File: src/rtl/aes128_round_sequencer.sv
// AES-128 round sequencer: issues SubBytes/ShiftRows/MixColumn/AddRoundKey starts in cipher order.
// Define AES128_SEQ_TIMEOUT_EN to enable the sub-block wait timeout (error_o).

package aes128_seq_pkg;
  typedef enum logic {
    ModeEncrypt = 1'b0,
    ModeDecrypt = 1'b1
  } mode_t;

  typedef enum logic [1:0] {
    StepSb  = 2'd0,
    StepSr  = 2'd1,
    StepMc  = 2'd2,
    StepArk = 2'd3
  } step_e;
endpackage

module aes128_round_sequencer
  import aes128_seq_pkg::*;
#(
  parameter int unsigned TIMEOUT_CYCLES = 255
) (
  input  logic       clk_i,
  input  logic       rst_n_i,
  input  logic       start_i,
  input  logic       abort_i,
  input  mode_t      mode_i,
  output logic       sb_start_o,
  output logic       sr_start_o,
  output logic       mc_start_o,
  output logic       ark_start_o,
  input  logic       sb_done_i,
  input  logic       sr_done_i,
  input  logic       mc_done_i,
  input  logic       ark_done_i,
  output mode_t      mode_o,
  output logic [3:0] round_o,
  output logic [3:0] key_idx_o,
  output logic [1:0] step_o,
  output logic       busy_o,
  output logic       done_o,
  output logic       error_o
);

  typedef enum logic [1:0] {
    StIdle,
    StIssue,
    StWait,
    StFinish
  } state_e;

  state_e     state_q, state_d;
  mode_t      mode_q, mode_d;
  logic [3:0] round_q, round_d;
  step_e      step_q, step_d;

  logic       is_dec;
  logic       last_round;
  logic       last_step;
  logic       final_step;
  step_e      step_next;
  logic [3:0] round_next;
  logic [3:0] done_vec;
  logic       step_done;
  logic       timeout_hit;

  assign is_dec     = (mode_q == ModeDecrypt);
  assign last_round = (round_q == 4'd10);
  assign final_step = last_round && (step_q == StepArk);
  assign done_vec   = {ark_done_i, mc_done_i, sr_done_i, sb_done_i};
  assign step_done  = done_vec[step_q];

  // Round 0 and round 10 end on ARK; decrypt middle rounds end on MC.
  always_comb begin
    last_step  = 1'b0;
    step_next  = StepArk;
    round_next = round_q;
    if ((round_q == 4'd0) || last_round) begin
      last_step = (step_q == StepArk);
    end else begin
      last_step = is_dec ? (step_q == StepMc) : (step_q == StepArk);
    end
    case (step_q)
      StepSb:  step_next = is_dec ? StepArk : StepSr;
      StepSr:  step_next = is_dec ? StepSb : (last_round ? StepArk : StepMc);
      StepMc:  step_next = StepArk;
      StepArk: step_next = StepMc;
      default: step_next = StepArk;
    endcase
    if (last_step) begin
      step_next  = is_dec ? StepSr : StepSb;
      round_next = round_q + 4'd1;
    end
  end

  always_comb begin
    state_d = state_q;
    mode_d  = mode_q;
    round_d = round_q;
    step_d  = step_q;
    unique case (state_q)
      StIdle: begin
        if (start_i) begin
          mode_d  = mode_i;
          round_d = 4'd0;
          step_d  = StepArk;
          state_d = StIssue;
        end
      end
      StIssue: state_d = StWait;
      StWait: begin
        if (step_done) begin
          if (final_step) begin
            state_d = StFinish;
          end else begin
            state_d = StIssue;
            step_d  = step_next;
            round_d = round_next;
          end
        end else if (timeout_hit) begin
          state_d = StIdle;
        end
      end
      StFinish: state_d = StIdle;
      default:  state_d = StIdle;
    endcase
    // Abort beats a coincident done: the step does not advance.
    if (abort_i && (state_q != StIdle)) begin
      state_d = StIdle;
      round_d = round_q;
      step_d  = step_q;
    end
  end

  always_ff @(posedge clk_i) begin
    if (!rst_n_i) begin
      state_q <= StIdle;
      mode_q  <= ModeEncrypt;
      round_q <= 4'd0;
      step_q  <= StepArk;
    end else begin
      state_q <= state_d;
      mode_q  <= mode_d;
      round_q <= round_d;
      step_q  <= step_d;
    end
  end

`ifdef AES128_SEQ_TIMEOUT_EN
  localparam logic [7:0] TimeoutLast = 8'(TIMEOUT_CYCLES - 1);

  logic [7:0] wait_cnt_q, wait_cnt_d;

  // Counter is zero on the first WAIT cycle, so hitting TimeoutLast means TIMEOUT_CYCLES waited.
  assign timeout_hit = (state_q == StWait) && (wait_cnt_q == TimeoutLast);
  assign wait_cnt_d  = (state_q == StWait) ? (wait_cnt_q + 8'd1) : 8'd0;
  assign error_o     = timeout_hit && !step_done && !abort_i;

  always_ff @(posedge clk_i) begin
    if (!rst_n_i) begin
      wait_cnt_q <= 8'd0;
    end else begin
      wait_cnt_q <= wait_cnt_d;
    end
  end
`else
  logic [31:0] unused_timeout;

  assign unused_timeout = 32'(TIMEOUT_CYCLES);
  assign timeout_hit    = 1'b0;
  assign error_o        = 1'b0;
`endif

  logic issue;

  assign issue       = (state_q == StIssue) && !abort_i;
  assign sb_start_o  = issue && (step_q == StepSb);
  assign sr_start_o  = issue && (step_q == StepSr);
  assign mc_start_o  = issue && (step_q == StepMc);
  assign ark_start_o = issue && (step_q == StepArk);
  assign done_o      = (state_q == StFinish) && !abort_i;
  assign busy_o      = (state_q != StIdle);
  assign mode_o      = mode_q;
  assign round_o     = round_q;
  assign step_o      = step_q;
  assign key_idx_o   = is_dec ? (4'd10 - round_q) : round_q;

endmodule

File: config.mk
export PLATFORM = sky130hd
export DESIGN_NAME = aes128_round_sequencer
export DESIGN_NICKNAME = d
export VERILOG_FILES = /design/src/rtl/aes128_round_sequencer.sv
export SDC_FILE = /design/constraint.sdc
export NUM_CORES = 1
export LEC_CHECK = 0
export CAP_MARGIN = 30
export CORE_MARGIN = 3
export CORE_UTILIZATION = 45
export CTS_BUF_LIST = sky130_fd_sc_hd__clkbuf_16
export DETAILED_ROUTE_END_ITERATION = 8
export GPL_ROUTABILITY_DRIVEN = 0
export PLACE_DENSITY = 0.77
export REMOVE_ABC_BUFFERS = 1
export SLEW_MARGIN = 20
export SYNTH_ARGS = -nofsm -noshare
export SYNTH_HDL_FRONTEND = slang
export SYNTH_SLANG_ARGS = --single-unit
File: constraint.sdc
create_clock -name clk_i -period 2.3 [get_ports clk_i]
set_input_delay 0.46 -clock clk_i [delete_from_list [all_inputs] [get_ports clk_i]]
set_output_delay 0.46 -clock clk_i [all_outputs]
set_load 0.1 [all_outputs]
== Word level (Yosys, flattened, before mapping) ==
Index checks and enable logic that the tools add are counted.

* Word-level logic and storage cells: 64
* Register bits: 9
* Memory bits (writable): 0
* Bits of input ports: 9
* Bits in latches: 0
* Output and inout bits: 18
* Memories: 0
* ROM bits: 0

* Add/subtract/negate cells: 2
* Shift-type cells: 0
* Div/mod/pow operators: 0
* Muxes and demuxes: 24
* Equal/unequal tests: 11
* Order comparisons: 1
* Bitwise operators: 2
* Reductions and logical operators: 20
* Multiply operators: 0

{| class="wikitable"
|+ Operators by type and width
! operator !! number
|-
| 4-bit 2-to-1 mux || 5
|-
| 2-bit 2-to-1 mux || 9
|-
| 2-bit one-hot mux with 4 select lines || 2
|-
| 2-bit == test, second input constant || 4
|-
| 1-bit logical AND || 8
|-
| 2-bit != test, second input constant || 4
|-
| 4-bit one-hot mux with 2 select lines || 1
|-
| 6-bit AND reduction || 1
|-
| 1-bit 2-to-1 mux || 5
|-
| 5-bit AND reduction || 1
|-
| 4-bit by 1-bit adder with 4-bit output, second input constant || 1
|-
| 2-bit by 1-bit == test with 1-bit output, second input constant || 2
|-
| 4-bit == test, second input constant || 1
|-
| 2-bit logical NOT || 2
|-
| 4-bit logical NOT || 1
|-
| 2-bit one-hot mux with 2 select lines || 1
|-
| 2-bit AND reduction || 2
|-
| 2-bit nonzero test || 2
|-
| 4-bit subtractor, first input constant || 1
|-
| 2-bit by 3-bit less-than comparator with 1-bit output, second input constant || 1
|-
| 1-bit binary-select mux with 2-bit select || 1
|-
| 1-bit inverter || 2
|-
| 2-bit OR reduction || 1
|-
| 1-bit logical NOT || 1
|-
| 1-bit logical OR || 1
|}

== Depth between registers and ports, before layout ==
* Word-level depth: 8
* Gate-level depth with buffers: 7
* Gate-level depth less buffers: 7

== Worst setup path before layout ==
No wires, ideal clock.

* Kind: register to output
* Start point: register mode_q, in the netlist mode_o
* End point: output key_idx_o[3]
* Arrival time: 3.047 ns
* Path slack: -1.207 ns
* Path buffers: 1
* Data required time: 1.840 ns
* Stages on the path, launching flop included: 4
* Cell sequence: dfxtp_1 -> buf_1 -> nand3b_1 -> xnor2_1

* Word-level cells in the longest chain between the ends: 1

{| class="wikitable"
|+ RTL lines
! item !! RTL line !! source
|-
| start: declaration || 53 || <nowiki>mode_t mode_q, mode_d;</nowiki>
|-
| start signal: assignment || 138 || <nowiki>mode_q <= ModeEncrypt;</nowiki>
|-
| start signal: assignment || 143 || <nowiki>mode_q <= mode_d;</nowiki>
|-
| 4-bit 2-to-1 mux || 186 || <nowiki>assign key_idx_o = is_dec ? (4'd10 - round_q) : round_q;</nowiki>
|-
| end: declaration || 38 || <nowiki>output logic [3:0] key_idx_o,</nowiki>
|}

Every way passes these cells.

== Final worst setup path ==
* Start point: register step_q[1], in the netlist step_o[1]
* End point: output mc_start_o

* Word-level cells in the longest chain between the ends: 2

{| class="wikitable"
|+ RTL lines
! item !! RTL line !! source
|-
| start: declaration || 55 || <nowiki>step_e step_q, step_d;</nowiki>
|-
| start signal: assignment || 140 || <nowiki>step_q <= StepArk;</nowiki>
|-
| start signal: assignment || 145 || <nowiki>step_q <= step_d;</nowiki>
|-
| 2-bit == test || 179 || <nowiki>assign mc_start_o = issue && (step_q == StepMc);</nowiki>
|-
| 1-bit logical AND || 179 ||
|-
| end: declaration || 30 || <nowiki>output logic mc_start_o,</nowiki>
|}

Every way passes these cells.

==> impl_metrics.yaml <==
outcome:
  status: "finished clean"
logic_synthesis:
  synth-edff-count: 0
  synth.largest_area_cell: "dfxtp_1"
  yosysUniqueCellTypes: 43
  synth_area_um2: 817
  syn_inst: 100
  synth_async_sr_flop_share_pct: 0
  postSynthAreaPerCell_um2: 8.17
  synth_seq_cells: 9
  synthTopCellsByArea: "dfxtp_1 22%, mux2i_1 4.9%, ha_1 4.6%"
  yosys.area.top_type_share_pct: 22.1
  synth_flop_cell: "dfxtp_1"
  yosys_warnings: 0
  synth-seq-area-share_pct: 22.1
timing:
  worst_slack_ns: 0.156
  setup-violations-final: 0
  finalHoldViolations: 0
  min_period_ns: 2.14
  grt_setup_unrepaired: "false"
  timing.hold.ws_ns: 0.625
  skew_ns: 0.00296
  fin_crit_sh_pct: 93.2
  max_freq_mhz: 466
  slew_viol_final: 0
worst_setup_path:
  crit_path_end_kind: "output port"
  ff2ff_path_depth: 7
  reg2reg_slack_ns: 0.20
  worst_setup_path_start_kind: "flip-flop"
  critPathArrivalTime_ns: 1.68
  r2r-end: "round_o[3]"
  crit_type: "reg2out"
  cp_max_fo: 14
  r2r_start: "round_o[1]"
  cp_data_required_time_ns: 1.84
clock_network:
  cts_max_path_buffers: 2
  cts_tree: "done"
  ctsHoldBuffers: 0
  clk_latency_ns: 0.23
  numCtsBuffers: 3
  cts-resized-gates: 0
  postCtsSetupBuffers: 0
  cts.clk_slew.worst_paths_ns: 0.04
  htree_levels: 1
  cts.sinks: 9
  cts-root-buf: "clkbuf_16"
placement:
  dp.final_hpwl_um: 1710
  portBuffers: 25
  dp_cells: 146
  dpl_worst_slack_ns: 0.0454
route:
  drc: 0
  detail-route-antenna-nets: 0
  wl_per_cell_um: 14.8
  route.vias.total: 852
  wirelength_um: 2210
  drtIter0Drc: 24
  drt_pass1_iterations: 4
  vias_per_cell: 5.68
global_route:
  overflow: 0
  grt_start_max_net_pins: 15
  grt_pass1_wl_um: 3660
  grt_usage_pct: 19.2
  antenna_found_initial: 0
  grt_pass1_vias: 819
worst_hold_path:
  hp-class: "reg2reg"
  hold_path_end: "round_o[3]"
  worstHoldStart: "round_o[3]"
  hold_depth: 2
job:
  max-cap-violations: 0
cells_and_area:
  antennaDiodeCount: 0
  synthToLayoutAreaGrowth_pct: 48.4
  drive_gt1_share_pct: 25.4
  final_cell_mix: "14 x buf_4, 9 x dfxtp_1, 8 x nor2_1, 8 x clkdlybuf4s50_1, 8 x buf_12"
  fillers: 130
  nNetsFinal: 139
  fin_util_pct: 75.2
  stdcell_count: 150
  final_common_cell: "buf_4"
die:
  rows: 14
  dieWidth_um: 48.6
  initial_core_util_pct: 50.7
  fp.dieH_um: 48.6
  boundaryPins: 27
  core_um2: 1610
  die_area_um2: 2360
power_and_ir_drop:
  max-vdd-ir-drop_mv: 0.537
  total_power_mw: 0.701
  total_leakage_power_nw: 0.515
  p_per_area_nw_per_um2: 578
==> worst max-delay path, stage by stage, from the launching register on <==
cell and delay [ns]:
dfxtp_1 0.61, nor2b_1 0.33, nor2b_1 0.29, buf_12 0.21
==> final cells by class <==
class                      count  area, um2  area share, %
clock buffer                   3       75.1           6.19
multi-input combinational     78        559           46.1
sequential                     9        180           14.9
clock inverter                 1       3.75          0.310
tap                           24       30.0           2.48
timing repair buffer          30        345           28.5
inverter                       5       18.8           1.55
==> cell families after synthesis <==
family                   Yosys count  share of synthesized area, %
flip-flops                         9                          22.1
buffers and inverters             13                          9.49
adder cells (fa/ha/maj)            3                          4.59
multiplexers                       5                          6.28
XOR/XNOR                           4                          4.29
AO/OA/AOI/OAI                     20                          18.4
other                              1                         0.459
AND/OR/NAND/NOR                   45                          34.5
==> worst max path at each step <==
stage	start	end	slack, ns	depth (start not counted)
CTS	abort_i	mc_start_o	0.16	5
global route	step_o[1]	mc_start_o	0.08	3
finish	step_o[1]	mc_start_o	0.16	3
floorplan	round_o[0]	key_idx_o[2]	-1.90	3
detailed placement	start_i	round_o[3]	0.05	6
global placement	start_i	round_o[3]	0.12	6
==> flip-flops by register name (all words and copies together), names as in the netlist <==
register  flops
round_o       4
state_q       2
step_o        2
mode_o        1
==> layer usage <==
| layer | track usage, % | part of all wire (%) |
|---|---|---|
| met3 | 4.60 | 5.6 |
| met4 | 4.74 | 0.45 |
| met2 | 34.6 | 53 |
| met5 | 0 | 0 |
| met1 | 22.6 | 41 |
==> cells in the mapped netlist (4+ instances only) <==
master	count
dfxtp_1	9
nor2_1	8
nand2_1	7
inv_1	5
nor2b_1	5
a21oi_1	4
mux2i_1	4
o21ai_0	4
==> metrics by stage <==
| stage | setup TNS, ns | area, um2 |
|---|---|---|
| 2_1_floorplan | -13.53 | 758 |
| 3_3_place_gp | 0 | 1130 |
| 3_5_place_dp | 0 | 1130 |
| 4_1_cts | 0 | 1210 |
| 5_1_grt | 0 | 1210 |
| 6_report | 0 | 1210 |
==> report_power, final <==
group / switching, mW / leakage (nW) / internal [mW]
combinational: 0.147 / 0.399 / 0.0739
clock: 0.0755 / 0.0423 / 0.227
sequential: 0.0143 / 0.0734 / 0.163
Note: power is estimated with default switching activity, not from simulation.
